==> config.mk <==
export PLATFORM = sky130hd
export DESIGN_NAME = task1_sweep_ctrl
export DESIGN_NICKNAME = d
export VERILOG_FILES = /design/src/rtl/task1_sweep_ctrl.sv
export SDC_FILE = /design/constraint.sdc
export NUM_CORES = 1
export LEC_CHECK = 0
export BUFFER_PORTS_ARGS = -buffer_cell sky130_fd_sc_hd__buf_4
export CAP_MARGIN = 20
export CORE_MARGIN = 2
export CORE_UTILIZATION = 41
export CTS_CLUSTER_DIAMETER = 150
export DETAILED_ROUTE_END_ITERATION = 8
export HOLD_SLACK_MARGIN = 0.05
export SLEW_MARGIN = 25
export SYNTH_ARGS = -nofsm -noshare
export SYNTH_HDL_FRONTEND = slang
export SYNTH_SLANG_ARGS = --single-unit
==> constraint.sdc <==
create_clock -name clk -period 2.8 [get_ports clk]
set_clock_uncertainty 0.2 [all_clocks]
set_input_delay 0.28 -clock clk [delete_from_list [all_inputs] [get_ports clk]]
set_output_delay 0.28 -clock clk [all_outputs]
set_load 0.01 [all_outputs]
==> src/rtl/task1_sweep_ctrl.sv <==
// Self-test sequencer: drives vectors 0..7 onto the Lab-2 datapath, samples x/y after SETTLE_CYCLES,
// and compares them against a golden model; done pulses 8*SETTLE_CYCLES cycles after start, with no backpressure.
module task1_sweep_ctrl #(
  parameter int unsigned SETTLE_CYCLES = 2
) (
  input  logic       clk,
  input  logic       rst,
  input  logic       start,
  input  logic       abort,
  input  logic       x_in,
  input  logic       y_in,
  output logic       a_out,
  output logic       b_out,
  output logic       c_out,
  output logic       busy,
  output logic       done,
  output logic       pass,
  output logic [3:0] err_count,
  output logic [2:0] first_fail_vec,
  output logic [1:0] first_fail_xy,
  output logic       first_fail_valid
);

  localparam logic [7:0] RELOAD = 8'(SETTLE_CYCLES - 1);

  typedef enum logic [1:0] {IDLE, RUN, DONE} state_t;

  state_t     state_q, state_d;
  logic [2:0] vec_q, vec_d;
  logic [2:0] abc_q, abc_d;
  logic [7:0] cnt_q, cnt_d;
  logic       busy_q, busy_d;
  logic       done_q, done_d;
  logic       pass_q, pass_d;
  logic [3:0] err_q, err_d;
  logic [2:0] ffv_q, ffv_d;
  logic [1:0] ffxy_q, ffxy_d;
  logic       ffvld_q, ffvld_d;

  logic       x_exp, y_exp, mism;
  logic [3:0] err_inc;

  // Golden model; y reduces to a&b.
  assign x_exp   = (vec_q[2] | vec_q[1]) ^ ~vec_q[0];
  assign y_exp   = vec_q[2] & vec_q[1];
  assign mism    = (x_in != x_exp) || (y_in != y_exp);
  assign err_inc = err_q + {3'b000, mism};

  always_comb begin
    state_d = state_q;
    vec_d   = vec_q;
    abc_d   = abc_q;
    cnt_d   = cnt_q;
    busy_d  = busy_q;
    done_d  = 1'b0;
    pass_d  = pass_q;
    err_d   = err_q;
    ffv_d   = ffv_q;
    ffxy_d  = ffxy_q;
    ffvld_d = ffvld_q;
    unique case (state_q)
      IDLE: begin
        if (start) begin
          state_d = RUN;
          vec_d   = 3'd0;
          abc_d   = 3'd0;
          busy_d  = 1'b1;
          cnt_d   = RELOAD;
          err_d   = 4'd0;
          pass_d  = 1'b0;
          ffv_d   = 3'd0;
          ffxy_d  = 2'd0;
          ffvld_d = 1'b0;
        end
      end
      RUN: begin
        if (abort) begin
          state_d = IDLE;
          busy_d  = 1'b0;
          abc_d   = 3'd0;
        end else if (cnt_q != 8'd0) begin
          cnt_d = cnt_q - 8'd1;
        end else begin
          err_d = err_inc;
          if (mism && !ffvld_q) begin
            ffv_d   = vec_q;
            ffxy_d  = {x_in, y_in};
            ffvld_d = 1'b1;
          end
          if (vec_q != 3'd7) begin
            vec_d = vec_q + 3'd1;
            abc_d = vec_q + 3'd1;
            cnt_d = RELOAD;
          end else begin
            state_d = DONE;
            busy_d  = 1'b0;
            done_d  = 1'b1;
            pass_d  = (err_inc == 4'd0);
          end
        end
      end
      DONE: begin
        state_d = IDLE;
        abc_d   = 3'd0;
      end
      default: state_d = IDLE;
    endcase
  end

  always_ff @(posedge clk) begin
    if (rst) begin
      state_q <= IDLE;
      vec_q   <= 3'd0;
      abc_q   <= 3'd0;
      cnt_q   <= 8'd0;
      busy_q  <= 1'b0;
      done_q  <= 1'b0;
      pass_q  <= 1'b0;
      err_q   <= 4'd0;
      ffv_q   <= 3'd0;
      ffxy_q  <= 2'd0;
      ffvld_q <= 1'b0;
    end else begin
      state_q <= state_d;
      vec_q   <= vec_d;
      abc_q   <= abc_d;
      cnt_q   <= cnt_d;
      busy_q  <= busy_d;
      done_q  <= done_d;
      pass_q  <= pass_d;
      err_q   <= err_d;
      ffv_q   <= ffv_d;
      ffxy_q  <= ffxy_d;
      ffvld_q <= ffvld_d;
    end
  end

  assign {a_out, b_out, c_out} = abc_q;
  assign busy             = busy_q;
  assign done             = done_q;
  assign pass             = pass_q;
  assign err_count        = err_q;
  assign first_fail_vec   = ffv_q;
  assign first_fail_xy    = ffxy_q;
  assign first_fail_valid = ffvld_q;

endmodule

==> impl_metrics.prom <==
# TYPE chip_impl_metric gauge
chip_impl_metric{name="power.sequential.fraction",unit=""} 0.507
chip_impl_info{name="clock_tree.root_cell",value="sky130_fd_sc_hd__clkbuf_4"} 1
chip_impl_metric{name="grtUsageTotal",unit=""} 0.181
chip_impl_metric{name="finalSetupViolations",unit=""} 0
chip_impl_metric{name="detailedRoute.firstPassIterationCount",unit=""} 4
chip_impl_info{name="run_status",value="finished clean"} 1
chip_impl_info{name="commonest_non_fill_non_tap_cells_in_the_layout",value="sky130_fd_sc_hd__dfxtp_1 (29), sky130_fd_sc_hd__buf_4 (23), sky130_fd_sc_hd__nor2_1 (17)"} 1
chip_impl_metric{name="ys_seq_elements",unit=""} 29
chip_impl_info{name="critical-path-top-delay-family",value="buffers and inverters"} 1
chip_impl_metric{name="htree_levels",unit=""} 2
chip_impl_metric{name="layout.cell_area.non_filler",unit="um2"} 1730
chip_impl_metric{name="critical_path.max_fanout",unit=""} 3
chip_impl_metric{name="grt_max_degree",unit=""} 26
chip_impl_metric{name="drt-wirelength-per-cell",unit="um"} 13.8
chip_impl_info{name="rsz_0062_raised_after_global_routing",value="false"} 1
chip_impl_metric{name="count_of_routing_violations_after_the_opening_detailed_route_iteration",unit=""} 48
chip_impl_metric{name="asyncSetResetFlopFracSynth",unit=""} 0
chip_impl_metric{name="power.density_cell_area",unit="nW/um2"} 503
chip_impl_metric{name="grt_first_pass_wirelength",unit="mm"} 5.65
chip_impl_metric{name="synth-edff-count",unit=""} 0
chip_impl_metric{name="vias_after_detailed_routing",unit=""} 1278
chip_impl_metric{name="die_h",unit="um"} 63.3
chip_impl_metric{name="critical-path-max-stage-delay",unit="ns"} 0.54
chip_impl_metric{name="seq_area_frac_synth",unit=""} 0.402
chip_impl_info{name="layout_commonest_cell",value="sky130_fd_sc_hd__dfxtp_1"} 1
chip_impl_metric{name="fp.dieW",unit="um"} 63.3
chip_impl_metric{name="max_cap_viol_count",unit=""} 0
chip_impl_metric{name="clk_latency",unit="ns"} 0.33
chip_impl_metric{name="vias_per_cell",unit=""} 5.37
chip_impl_metric{name="vdd_ir_drop_max",unit="mV"} 0.305
chip_impl_info{name="timing.critical_path.cells",value="dlygate4sd3_1, buf_4, xnor2_1, nor4_1, a21oi_1, ha_1, ha_1, nor4_1, nand3_1, mux2i_1"} 1
chip_impl_metric{name="crit_buf_inv",unit=""} 2
chip_impl_metric{name="totalPowerFinal",unit="mW"} 0.872
chip_impl_metric{name="flow.area_growth_from_synthesis",unit="%"} 20.1
chip_impl_metric{name="power.share.combinational",unit=""} 0.213
chip_impl_metric{name="detail-route-antenna-nets",unit=""} 0
chip_impl_metric{name="postLayoutCoreUtil",unit=""} 0.516
chip_impl_metric{name="required",unit="ns"} 2.87
chip_impl_metric{name="design.core.area",unit="um2"} 3360
chip_impl_metric{name="totalNegativeSetupSlack",unit="ns"} 0
chip_impl_info{name="critical_path.startpoint_type",value="primary input"} 1
chip_impl_metric{name="netlist-cell-type-count",unit=""} 41
chip_impl_metric{name="dpl.hpwl",unit="mm"} 2.35
chip_impl_metric{name="synth_area",unit="um2"} 1440
chip_impl_metric{name="ctsResizeCount",unit=""} 0
chip_impl_metric{name="synth-warning-count",unit=""} 0
chip_impl_metric{name="cts_made_buffers",unit=""} 5
chip_impl_metric{name="dpl_cell_area",unit="um2"} 1660
chip_impl_info{name="critical-path-slowest-cell",value="sky130_fd_sc_hd__dlygate4sd3_1"} 1
chip_impl_metric{name="drive_above_1_share",unit=""} 0.193
chip_impl_metric{name="clock_tree.buffer_depth",unit=""} 2
chip_impl_metric{name="vias_in_the_first_global_route",unit=""} 1231
chip_impl_metric{name="number_of_antenna_violations_at_the_first_check_in_global_routing",unit=""} 0
chip_impl_metric{name="pwr-share-clk",unit=""} 0.279
chip_impl_metric{name="achievable-frequency",unit="GHz"} 0.400
chip_impl_metric{name="placement.io_buffers",unit=""} 21
chip_impl_metric{name="post_synth.cell_area_avg",unit="um2"} 8.91
chip_impl_metric{name="switching_share",unit=""} 0.313
chip_impl_metric{name="synth_fp_nets",unit=""} 174
chip_impl_info{name="route.top_layer_used",value="met4"} 1
chip_impl_metric{name="routed-wl-met3",unit="um"} 177
chip_impl_metric{name="stdcell_count",unit=""} 238
chip_impl_metric{name="remaining_max_slew_budget_at_the_tightest_pin",unit=""} 0.601
chip_impl_metric{name="report.final.slew_viol_count",unit=""} 0
chip_impl_metric{name="layout.filler_cells",unit=""} 357
chip_impl_info{name="clock_tree_from_tritoncts",value="done"} 1
chip_impl_metric{name="post-place-cells",unit=""} 228
chip_impl_metric{name="finalHoldViolations",unit=""} 0
chip_impl_metric{name="wl_met2",unit="mm"} 1.50
chip_impl_metric{name="die_area",unit="um2"} 4010
chip_impl_metric{name="final.min_clock_period",unit="ns"} 2.50
chip_impl_metric{name="antenna_cells",unit=""} 0
chip_impl_metric{name="initial_core_util",unit=""} 0.429
chip_impl_metric{name="p_leak",unit="nW"} 0.718
chip_impl_metric{name="row_cnt",unit=""} 21
chip_impl_metric{name="routed_wl",unit="mm"} 3.29
chip_impl_metric{name="finish.net_count",unit=""} 203
chip_impl_metric{name="detail_route.wirelength.met1",unit="mm"} 1.58
chip_impl_info{name="min-delay-path-class",value="in2reg"} 1
chip_impl_metric{name="cts.sink_count",unit=""} 29
chip_impl_metric{name="syn-instance-count",unit=""} 162
chip_impl_metric{name="worst_slew_pin_slew",unit="ns"} 0.593
chip_impl_info{name="most_instantiated_flip_flop_cell_in_the_synthesis_netlist",value="sky130_fd_sc_hd__dfxtp_1"} 1
chip_impl_metric{name="path_clk_slew",unit="ns"} 0.10
chip_impl_metric{name="finalWeightedCongestion",unit=""} 0.851
chip_impl_metric{name="grt_overflow_total",unit=""} 0
chip_impl_info{name="crit_type",value="in2reg"} 1
chip_impl_metric{name="ios",unit=""} 22
chip_impl_metric{name="critical_path_arrival",unit="ns"} 2.57
chip_impl_metric{name="detail_route.drc_violations",unit=""} 0
chip_impl_metric{name="power_report.internal_total",unit="mW"} 0.599
chip_impl_metric{name="part_of_the_cycle_the_worst_path_needs",unit=""} 0.892
chip_impl_metric{name="power_switching",unit="mW"} 0.272
chip_impl_info{name="endpoint_kind",value="flip-flop"} 1
layout make-up:
cell class	instances	area, um2	area share
Inverter	3	11.3	0.00649
Clock buffer	6	41.3	0.0238
Sequential cell	29	581	0.335
Tap cell	46	57.6	0.0332
Clock inverter	2	10.0	0.00577
Multi-Input combinational cell	127	841	0.485
Timing Repair Buffer	25	193	0.111
cell families after synthesis:
group,synth area share
buf+inv,0.0156
fa+ha+maj,0.0520
flops,0.402
mux,0.0355
simple gates,0.276
compound gates,0.176
xor+xnor,0.0425
Yosys cell counts (3+ instances only):
master,number,area share
sky130_fd_sc_hd__a21o_1,3,0.016
sky130_fd_sc_hd__o2bb2ai_1,5,0.030
sky130_fd_sc_hd__xor2_1,4,0.024
sky130_fd_sc_hd__nand3_1,5,0.017
sky130_fd_sc_hd__a21oi_1,9,0.031
sky130_fd_sc_hd__and3_1,3,0.013
sky130_fd_sc_hd__nor4_1,3,0.013
sky130_fd_sc_hd__nor2_1,17,0.044
sky130_fd_sc_hd__nor3_1,4,0.014
sky130_fd_sc_hd__inv_1,3,0.0078
sky130_fd_sc_hd__mux2i_1,4,0.028
sky130_fd_sc_hd__clkbuf_1,3,0.0078
sky130_fd_sc_hd__dfxtp_1,29,0.40
sky130_fd_sc_hd__ha_1,6,0.052
sky130_fd_sc_hd__o21ai_0,8,0.028
sky130_fd_sc_hd__xnor2_1,3,0.018
sky130_fd_sc_hd__nand2_1,11,0.029
sky130_fd_sc_hd__nand2b_1,13,0.056
worst reg2reg max path, delay by kind of cell (launching register included):
kind                       cells  cell delay (ns)
buffers and inverters          1             0.12
AOI/OAI and AO/OA              2             0.38
DFF                            1             0.32
adders and majority gates      1             0.17
and+or+nand+nor                3             1.25
power by group through the flow:
stage                     registers (mW)  clock network (mW)  logic [mW]
after floorplan                    0.451                   0       0.132
after global placement             0.451                   0       0.179
after detailed placement           0.452                   0       0.181
after CTS                          0.442               0.250       0.185
after global routing               0.445               0.269       0.207
final                              0.442               0.243       0.186
what timing repair did:
action	4_1_cts	5_1_grt
hold buffers	2	0
setup buffers	0	0
endpoints found under the hold margin	2	0
per-stage QoR:
step	setup slack [ns]	hold WS (ns)
global placement	0.449	0.266
finish	0.303	0.0980
detailed placement	0.371	0.269
global route	0.0420	0.0928
floorplan	0.553	0.197
CTS	0.314	0.0936
worst paths after layout:
path	from	end	slack, ns	cells after the start
worst min register to register	first_fail_vec[2]$_SDFFE_PP0P_	first_fail_vec[2]$_SDFFE_PP0P_	0.28	2
worst max register to register	cnt_q[0]$_SDFFE_PP0P_	err_count[3]$_SDFFE_PP0P_	0.31	7
worst min-delay path	rst	cnt_q[1]$_SDFFE_PP0P_	0.1	2
worst max-delay path	x_in	pass$_SDFFE_PP0P_	0.30	10
flip-flops by register name, indices dropped and copies added (netlist names):
signal            flops
vec_q                 3
first_fail_valid      1
busy                  1
first_fail_xy         2
pass                  1
cnt_q                 8
abc_q                 3
state_q               2
err_count             4
first_fail_vec        3
done                  1
routing by layer:
metal	track usage	up-vias
li1	-	649
met1	0.236	590
met2	0.276	37
met3	0.0643	2
met4	0.0652	0
met5	0	-
No activity file was read; power rests on OpenSTA's default activity.
